**src/rtl/uart_imem_loader_pkg.sv**
```systemverilog
// Shared types and constants for the UART instruction-memory loader.
package loader_pkg;

    typedef enum logic {
        LD_LOAD,
        LD_DONE
    } ld_state_e;

    localparam logic [31:0] LD_END_WORD       = 32'hFFFF_FFFF;
    localparam int          LD_BYTES_PER_WORD = 4;

endpackage

```
**src/rtl/uart_imem_loader_if.sv**
```systemverilog
// Byte stream in from the UART receiver, word writes out to imem.
interface uart_imem_loader_if #(
    parameter int ADDR_W = 8
);
    logic              rx_valid;
    logic [7:0]        rx_data;
    logic              rx_break;
    logic              imem_we;
    logic [ADDR_W-1:0] imem_addr;
    logic [31:0]       imem_wdata;

    modport master (
        output rx_valid, rx_data, rx_break,
        input  imem_we, imem_addr, imem_wdata
    );

    modport slave (
        input  rx_valid, rx_data, rx_break,
        output imem_we, imem_addr, imem_wdata
    );
endinterface

```
**src/rtl/uart_imem_loader_byte_packer.sv**
```systemverilog
// Packs bytes LSB-first into 32-bit words; drops a partial word
// on break or inter-byte timeout.
module byte_packer
    import loader_pkg::*;
#(
    parameter int TIMEOUT_CYC = 200000
) (
    input  logic        clk,
    input  logic        resetn,
    input  logic        i_en,
    input  logic        i_valid,
    input  logic [7:0]  i_data,
    input  logic        i_break,
    output logic [31:0] o_word,
    output logic        o_word_valid,
    output logic        o_drop
);
    localparam int TW = $clog2(TIMEOUT_CYC + 1);
    localparam logic [TW-1:0] TMO_MAX = TW'(TIMEOUT_CYC);
    localparam logic [1:0] LAST = 2'(LD_BYTES_PER_WORD - 1);

    logic [1:0]    r_cnt;
    logic [23:0]   r_lanes;
    logic [TW-1:0] r_tmo;
    logic          w_busy;
    logic          w_take;
    logic          w_tmo_hit;

    assign w_busy    = (r_cnt != 2'd0);
    assign w_take    = i_en & i_valid & ~i_break;
    // A byte arriving on the expiry cycle still wins over the timeout.
    assign w_tmo_hit = i_en & ~i_break & ~i_valid & w_busy
                     & (r_tmo == TMO_MAX);

    assign o_word       = {i_data, r_lanes};
    assign o_word_valid = w_take & (r_cnt == LAST);
    assign o_drop       = (i_en & i_break & w_busy) | w_tmo_hit;

    always_ff @(posedge clk or negedge resetn) begin
        if (!resetn) begin
            r_cnt   <= 2'd0;
            r_lanes <= 24'd0;
            r_tmo   <= '0;
        end else if (i_en) begin
            if (i_break || w_tmo_hit) begin
                r_cnt <= 2'd0;
                r_tmo <= '0;
            end else if (i_valid) begin
                case (r_cnt)
                    2'd0:    r_lanes[7:0]   <= i_data;
                    2'd1:    r_lanes[15:8]  <= i_data;
                    2'd2:    r_lanes[23:16] <= i_data;
                    default: ;
                endcase
                r_cnt <= r_cnt + 2'd1;
                r_tmo <= '0;
            end else if (w_busy) begin
                r_tmo <= r_tmo + TW'(1);
            end
        end
    end
endmodule

```
**src/rtl/uart_imem_loader.sv**
```systemverilog
// Loads a UART byte stream into imem and holds the core in reset
// until the terminator word arrives.
module uart_imem_loader
    import loader_pkg::*;
#(
    parameter int          ADDR_W      = 8,
    parameter logic [31:0] END_WORD    = LD_END_WORD,
    parameter int          TIMEOUT_CYC = 200000
) (
    input  logic                clk,
    input  logic                resetn,
    uart_imem_loader_if.slave   bus,
    output logic                write_done,
    output logic                cpu_resetn,
    output logic [ADDR_W:0]     word_count,
    output logic                overflow,
    output logic                frame_err
);
    ld_state_e         r_state;
    ld_state_e         w_state_nx;
    logic [ADDR_W:0]   r_ptr;
    logic [ADDR_W-1:0] r_addr;
    logic [31:0]       r_wdata;
    logic              r_we;
    logic              r_ovf;
    logic              r_ferr;
    logic [31:0]       w_word;
    logic              w_word_valid;
    logic              w_drop;
    logic              w_load;
    logic              w_full;
    logic              w_end;
    logic              w_wr;
    logic              w_ovf_set;

    assign w_load = (r_state == LD_LOAD);
    assign w_full = r_ptr[ADDR_W];
    assign w_end  = (w_word == END_WORD);

    byte_packer #(
        .TIMEOUT_CYC (TIMEOUT_CYC)
    ) u_packer (
        .clk          (clk),
        .resetn       (resetn),
        .i_en         (w_load),
        .i_valid      (bus.rx_valid),
        .i_data       (bus.rx_data),
        .i_break      (bus.rx_break),
        .o_word       (w_word),
        .o_word_valid (w_word_valid),
        .o_drop       (w_drop)
    );

    always_ff @(posedge clk or negedge resetn) begin
        if (!resetn) r_state <= LD_LOAD;
        else         r_state <= w_state_nx;
    end

    always_comb begin
        w_state_nx = r_state;
        w_wr       = 1'b0;
        w_ovf_set  = 1'b0;
        if (w_load && w_word_valid) begin
            unique case (1'b1)
                w_end: w_state_nx = LD_DONE;
                (!w_end && w_full): begin
                    w_state_nx = LD_DONE;
                    w_ovf_set  = 1'b1;
                end
                (!w_end && !w_full): w_wr = 1'b1;
            endcase
        end
    end

    always_ff @(posedge clk or negedge resetn) begin
        if (!resetn) begin
            r_ptr   <= '0;
            r_addr  <= '0;
            r_wdata <= 32'd0;
            r_we    <= 1'b0;
            r_ovf   <= 1'b0;
            r_ferr  <= 1'b0;
        end else begin
            r_we <= w_wr;
            if (w_wr) begin
                r_addr  <= r_ptr[ADDR_W-1:0];
                r_wdata <= w_word;
                r_ptr   <= r_ptr + 1'b1;
            end
            if (w_ovf_set) r_ovf  <= 1'b1;
            if (w_drop)    r_ferr <= 1'b1;
        end
    end

    assign bus.imem_we    = r_we;
    assign bus.imem_addr  = r_addr;
    assign bus.imem_wdata = r_wdata;
    assign write_done     = (r_state == LD_DONE);
    assign cpu_resetn     = write_done;
    assign word_count     = r_ptr;
    assign overflow       = r_ovf;
    assign frame_err      = r_ferr;
endmodule
```
**src/flat_wrapper.sv**
```systemverilog
// flat-port wrapper written by rule: the top's interface ports become plain ports
module uart_imem_loader_flat import loader_pkg::*;
#(
    parameter int          ADDR_W      = 8,
    parameter logic [31:0] END_WORD    = LD_END_WORD,
    parameter int          TIMEOUT_CYC = 200000
)
  (clk, resetn, write_done, cpu_resetn, word_count, overflow, frame_err, bus_rx_valid, bus_rx_data, bus_rx_break, bus_imem_we, bus_imem_addr, bus_imem_wdata);
  uart_imem_loader_if #(.ADDR_W(ADDR_W)) bus_i ();
  input  logic clk;
  input  logic resetn;
  output logic write_done;
  output logic cpu_resetn;
  output logic [ADDR_W:0] word_count;
  output logic overflow;
  output logic frame_err;
  input wire logic [$bits(bus_i.rx_valid)-1:0] bus_rx_valid;
  input wire logic [$bits(bus_i.rx_data)-1:0] bus_rx_data;
  input wire logic [$bits(bus_i.rx_break)-1:0] bus_rx_break;
  output wire logic [$bits(bus_i.imem_we)-1:0] bus_imem_we;
  output wire logic [$bits(bus_i.imem_addr)-1:0] bus_imem_addr;
  output wire logic [$bits(bus_i.imem_wdata)-1:0] bus_imem_wdata;
  assign bus_i.rx_valid = bus_rx_valid;
  assign bus_i.rx_data = bus_rx_data;
  assign bus_i.rx_break = bus_rx_break;
  assign bus_imem_we = bus_i.imem_we;
  assign bus_imem_addr = bus_i.imem_addr;
  assign bus_imem_wdata = bus_i.imem_wdata;
  uart_imem_loader #(.ADDR_W(ADDR_W), .END_WORD(END_WORD), .TIMEOUT_CYC(TIMEOUT_CYC)) u_core (.clk(clk), .resetn(resetn), .bus(bus_i), .write_done(write_done), .cpu_resetn(cpu_resetn), .word_count(word_count), .overflow(overflow), .frame_err(frame_err));
endmodule
```
**config.mk**
```make
export PLATFORM = sky130hd
export DESIGN_NAME = uart_imem_loader_flat
export DESIGN_NICKNAME = d
export VERILOG_FILES = /design/src/rtl/uart_imem_loader_pkg.sv /design/src/rtl/uart_imem_loader_if.sv /design/src/rtl/uart_imem_loader_byte_packer.sv /design/src/rtl/uart_imem_loader.sv /design/src/flat_wrapper.sv
export SDC_FILE = /design/constraint.sdc
export NUM_CORES = 1
export LEC_CHECK = 0
export BUFFER_PORTS_ARGS = -buffer_cell sky130_fd_sc_hd__buf_2
export CAP_MARGIN = 20
export CORE_MARGIN = 4
export CORE_UTILIZATION = 59
export CTS_BUF_LIST = sky130_fd_sc_hd__clkbuf_4
export CTS_CLUSTER_DIAMETER = 50
export DETAILED_ROUTE_END_ITERATION = 16
export PLACE_DENSITY = 0.86
export REMOVE_ABC_BUFFERS = 1
export SLEW_MARGIN = 5
export SYNTH_ARGS = -nofsm -noshare
export SYNTH_HDL_FRONTEND = slang
export SYNTH_HIERARCHICAL = 1
export SYNTH_SLANG_ARGS = --single-unit
```
**constraint.sdc**
```tcl
create_clock -name clk -period 3.3 [get_ports clk]
set_input_delay 0 -clock clk [delete_from_list [all_inputs] [get_ports clk]]
set_output_delay 0 -clock clk [all_outputs]
set_load 0.01 [all_outputs]
```
======== After elaboration in Yosys (flattened, before gate mapping) ========
Cells that the tools add are included.
operators by class
  $add $sub $neg .......................... 3
  eq/ne operators ......................... 5
  muxes and demuxes ....................... 9
  bitwise gates (word level) .............. 14
  reduce and logical (&&, ||, !) cells .... 17
operator list
  operator                                                               number
  18-bit 2-to-1 mux                                                      3
  32-bit equality test, second input constant                            1
  18-bit by 1-bit adder with 18-bit output, second input constant        1
  18-bit equality test, second input constant                            1
  4-bit AND reduction                                                    3
  9-bit by 1-bit adder with 9-bit output, second input constant          1
  1-bit AND                                                              9
  2-bit AND reduction                                                    3
  2-bit equality test, second input constant                             2
  1-bit 2-to-1 mux                                                       4
  2-bit 2-to-1 mux                                                       2
  1-bit NOT                                                              4
  2-bit nonzero test                                                     2
  1-bit logical AND                                                      3
  3-bit nonzero test                                                     1
  2-bit by 1-bit adder with 2-bit output, second input constant          1
  2-bit by 1-bit equality test with 1-bit output, second input constant  1
  1-bit logical NOT                                                      2
  2-bit logical NOT                                                      1
  2-bit OR reduction                                                     1
  1-bit logical OR                                                       1
  1-bit bitwise OR                                                       1
storage, ports and cells
  register bits after elaboration ......... 97
  input port bits ......................... 12
  output and inout bits ................... 54
  logic and storage cells ................. 60

======== Longest topological paths before layout ========
  depth in word-level cells ............... 8
  mapped depth ............................ 8
  depth with buffers taken out ............ 8

======== By module ========
The synthesis kept the hierarchy.
by module, submodules not included
  module            instances  cells each  area each (µm²)  sequential area each (µm²)
  uart_imem_loader  1          144         2333.5           1326.3
  byte_packer       1          207         2279.7           1101.1

======== Worst setup path before layout ========
Ideal clock, no wire load.
  path kind ............................... register to register
  from .................................... reg u_core.r_state, in the netlist u_core/cpu_resetn
  to ...................................... reg u_core.r_addr[0], in the netlist u_core/bus.imem_addr[0]
  library setup time ...................... 125 ps
  arrival ................................. 2499 ps
  required time ........................... 3175 ps
  path slack .............................. 676 ps
  cell stages (with the launch flop) ...... 9
  path buffers ............................ 1
  period minus slack after synthesis ...... 2624 ps
  path through ............................ dfrtp_1 > inv_1 > inv_1 > nor3_1 > and2_1 > inv_1 > a2111oi_4 > buf_6 > mux2_4
between the ends
  cells in the longest elaborated chain, start to end .. 6
RTL lines
  what                           line                                source
  start: declaration             uart_imem_loader.sv:19              ld_state_e r_state;
  start signal: assignment       uart_imem_loader.sv:56              else r_state <= w_state_nx;
  1-bit NOT (no line)            -
  named net u_core.w_load        uart_imem_loader.sv:30              logic w_load;
  1-bit AND (2 in series)        uart_imem_loader_byte_packer.sv:30  assign w_take = i_en & i_valid & ~i_break;
  1-bit AND                      uart_imem_loader_byte_packer.sv:36  assign o_word_valid = w_take & (r_cnt == LAST);
  named net u_core.w_word_valid  uart_imem_loader.sv:28              logic w_word_valid;
  1-bit logical AND              uart_imem_loader.sv:63              if (w_load && w_word_valid) begin
  1-bit 2-to-1 mux               uart_imem_loader.sv:63
  end signal: assignment         uart_imem_loader.sv:86              r_addr <= r_ptr[ADDR_W-1:0];
  end: declaration               uart_imem_loader.sv:22              logic [ADDR_W-1:0] r_addr;
The timed path passes the listed nets, and every way through them passes these cells.
A chain may end at the register's enable or synchronous reset.

======== Worst setup path in the final report ========
  from .................................... reg u_core.r_state, in the netlist u_core/cpu_resetn
  to ...................................... reg u_core.r_wdata[29], in the netlist u_core/bus.imem_wdata[29]
between the ends
  cells in the longest elaborated chain, start to end .. 6
RTL lines
  what                           line                                source
  1-bit NOT (no line)            -
  named net u_core.w_load        uart_imem_loader.sv:30
  1-bit AND (2 in series)        uart_imem_loader_byte_packer.sv:30
  1-bit AND                      uart_imem_loader_byte_packer.sv:36
  named net u_core.w_word_valid  uart_imem_loader.sv:28
  1-bit logical AND              uart_imem_loader.sv:63
  1-bit 2-to-1 mux               uart_imem_loader.sv:63
  end signal: assignment         uart_imem_loader.sv:87              r_wdata <= w_word;
  end: declaration               uart_imem_loader.sv:23              logic [31:0] r_wdata;
The timed path passes the listed nets, and every way through them passes these cells.

==> impl_metrics.env <==
export IMPL_syn_area_um2=4613
export IMPL_criticalPathCategory="reg2reg"
export IMPL_grt_overflow_total=0
export IMPL_die_y_um=96.43
export IMPL_drtIter0Drc=232
export IMPL_hpwl_um=6694
export IMPL_grt_total_usage=0.2255
export IMPL_setup_violations_final=0
export IMPL_post_place_ws_ns=0.6309
export IMPL_gp_congestion=0.8579
export IMPL_tns_ns=0
export IMPL_synthArstFlopShare=1.000
export IMPL_ff2ff_setup_slack_ns=0.60
export IMPL_post_dp_cell_area_um2=4966
export IMPL_drv_slew=0
export IMPL_cts_buffer_depth=2
export IMPL_hold_path_class="in2async"
export IMPL_relSlewSlack=0.4253
export IMPL_worst_path_buf_inv=5
export IMPL_cts_tree="built"
export IMPL_core_area_um2=7408
export IMPL_synth_seq_area_share=0.5262
export IMPL_cts_setup_buffers=0
export IMPL_synth_edf_count=0
export IMPL_timing_rr_end="u_core/bus.imem_wdata[29]"
export IMPL_rsz0062_at_grt="false"
export IMPL_port_buffers=65
export IMPL_root_buffer="clkbuf_4"
export IMPL_power_leakage_uw=0.002649
export IMPL_end_kind="flop"
export IMPL_path_cells="inv_1, inv_1, nor3_1, buf_4, and2_1, inv_1, a2111oi_4, buf_4, mux2_2"
export IMPL_holdWs_ns=0.1879
export IMPL_htree_levels=3
export IMPL_synth_flop_cell="dfrtp_1"
export IMPL_ys_warnings_count=6
export IMPL_first_pass_iters=5
export IMPL_syn2layout_area_growth_pct=13.05
export IMPL_diodes=0
export IMPL_viasPerCell=5.938
export IMPL_critPathTopFamily="buffers and inverters"
export IMPL_cpMaxStageDelayCell="buf_4"
export IMPL_nets=445
export IMPL_avgSynthCellArea_um2=13.14
export IMPL_period_minus_slack_ns=2.701
export IMPL_cap_violations=0
export IMPL_wl_met3_um=491
export IMPL_antenna_found_initial=0
export IMPL_clkTransAtPathRegs_ns=0.17
export IMPL_total_power_uw=1861
export IMPL_critPathMaxFanout=33
export IMPL_rows=31
export IMPL_reg2reg_from="u_core/cpu_resetn"
export IMPL_cpMostUsedCell="inv_1"
export IMPL_top_layer="met4"
export IMPL_crit_path_start_kind="flop"
export IMPL_ir_drop_mv=0.1996
export IMPL_cts_sinks=97
export IMPL_skew_ns=0.02959
export IMPL_fmax_mhz=370.2
export IMPL_drive_above_1_share=0.3944
export IMPL_die_w_um=96.43
export IMPL_post_route_period_util=0.8186
export IMPL_synth_cell_types=56
export IMPL_start_util=0.6227
export IMPL_die_area_um2=9298
export IMPL_synth_seq_cells=97
export IMPL_final_hold_violation_count=0
export IMPL_first_global_vias=3252
export IMPL_num_vias=3147
export IMPL_grt_max_degree=71
export IMPL_route_detailed_drc=0
export IMPL_ios=66
export IMPL_wl_met2_um=4733
export IMPL_fin_area_um2=5215
export IMPL_status="finished, final reports clean"
export IMPL_cp_arrival_ns=3.03
export IMPL_rr_worst_depth=9
export IMPL_insertion_delay_ns=0.44
export IMPL_fin_ws_ns=0.5985
export IMPL_grt_pass1_wl_um=16040
export IMPL_tightest_slew_ns=0.8621
export IMPL_synthCells=351
export IMPL_wl_met1_um=4111
export IMPL_postRouteAntennaNets=0
export IMPL_power_per_cell_area_nw_per_um2=356.8
export IMPL_routedWlPerCell_um=18.14
export IMPL_required_ns=3.63
export IMPL_drt_wl_total_um=9614
export IMPL_numCtsBuffers=9
export IMPL_cpPeakStageDelay_ns=0.55
[synth_stat cells, drive strengths merged, types with 3 or more instances]
library cell / instances / share of area
inv: 10 / 0.0081
nor3: 4 / 0.0043
nor2: 10 / 0.0081
a2111oi: 3 / 0.0098
and3: 3 / 0.0043
nor2b: 3 / 0.0041
a21oi: 6 / 0.0065
dfrtp: 97 / 0.53
nand4: 16 / 0.023
nor4: 5 / 0.013
or4: 3 / 0.0049
and2: 4 / 0.0057
o21ai: 12 / 0.013
nand2: 25 / 0.022
mux2: 65 / 0.19
o311ai: 4 / 0.016
xor2: 8 / 0.015
ha: 7 / 0.019
a211oi: 3 / 0.0049
a21o: 3 / 0.0052
buf: 15 / 0.028
or2: 3 / 0.0041
nand3: 15 / 0.016
[flip-flops by register name, summed over array words and instances, names as in the netlist]
| name | cells |
|---|---|
| u_core/bus.imem_wdata | 32 |
| u_core/u_packer/r_lanes | 24 |
| u_core/u_packer/r_tmo | 18 |
| u_core/word_count | 9 |
| u_core/bus.imem_addr | 8 |
| u_core/u_packer/r_cnt | 2 |
| u_core/bus.imem_we | 1 |
| u_core/cpu_resetn | 1 |
| u_core/frame_err | 1 |
| u_core/overflow | 1 |
[what timing repair did]
action,in CTS,in global routing
endpoints found under the hold margin,105,0
resized for setup,0,0
hold buffers,11,0
endpoints found under the setup margin,0,0
[worst reg2reg max path: stages, from the launching register on]
cell	delay (ns)
dfrtp_1	0.48
inv_1	0.18
inv_1	0.16
nor3_1	0.20
buf_4	0.18
and2_1	0.15
inv_1	0.08
a2111oi_4	0.22
buf_4	0.55
mux2_2	0.41
[logic make-up after synthesis]
group,after synthesis,share of synthesized area
DFF,97,0.5262
xor gates and xnor gates,9,0.01709
muxes,66,0.1918
buffers and inverters,27,0.03770
adders and majority gates,7,0.01898
AOI/OAI and AO/OA,42,0.07595
and+or+nand+nor,103,0.1324
[routing by layer]
layer / global-route usage / up-vias
met3: 0.03563 / 28
met1: 0.2920 / 1575
met4: 0.1168 / 0
met5: 0 / -
li1: - / 1435
met2: 0.3675 / 109
[placed cells by master (no fill, tap or decap), drive strengths merged, types with 2 or more instances in the layout]
cell and count:
dfrtp 97, buf 70, mux2 65, nand2 25, nand4 16, nand3 15, inv 14, o21ai 12
dlygate4sd3 11, nor2 10, clkbuf 9, xor2 8, ha 7, a21oi 6, nor4 5, nor3 4
and2 4, o311ai 4, a211oi 3, nor2b 3, or4 3, a2111oi 3, a21o 3, or2 3
and3 3, clkinvlp 2, and3b 2, nand2b 2, or3 2, a31oi 2, a22o 2, and4 2
o31ai 2
[report_power, final]
group,switching (uW),internal (uW)
Clock,432,177
Sequential,1.27,1190
Combinational,41.0,18.9
Total,474,1390
[through the flow]
step,std cells,utilization
floorplan,334,-
global placement,503,0.6703
detailed placement,503,0.6703
CTS,530,0.7039
global route,530,0.7039
finish,530,0.7039
[how the worst max path moves through the flow]
stage                                  from                         to  slack [ns]  cells after the start
after floorplan           u_core/cpu_resetn  u_core/bus.imem_wdata[28]       -1.05                      7
after global placement    u_core/cpu_resetn  u_core/bus.imem_wdata[28]        0.75                      9
after detailed placement  u_core/cpu_resetn  u_core/bus.imem_wdata[28]        0.63                      9
after CTS                 u_core/cpu_resetn  u_core/bus.imem_wdata[29]        0.60                      9
after global routing      u_core/cpu_resetn  u_core/bus.imem_wdata[29]        0.42                      9
final                     u_core/cpu_resetn  u_core/bus.imem_wdata[29]        0.60                      9
[area by class of cell]
class / count / area, um^2
inverter: 10 / 37.54
multi-input combinational: 227 / 2012
clock buffer: 9 / 67.56
clock inverter: 7 / 71.32
fill: 516 / 2193
tap: 99 / 123.9
sequential: 97 / 2427
timing repair buffer: 81 / 475.5
Power figures use the tool's default switching activity.
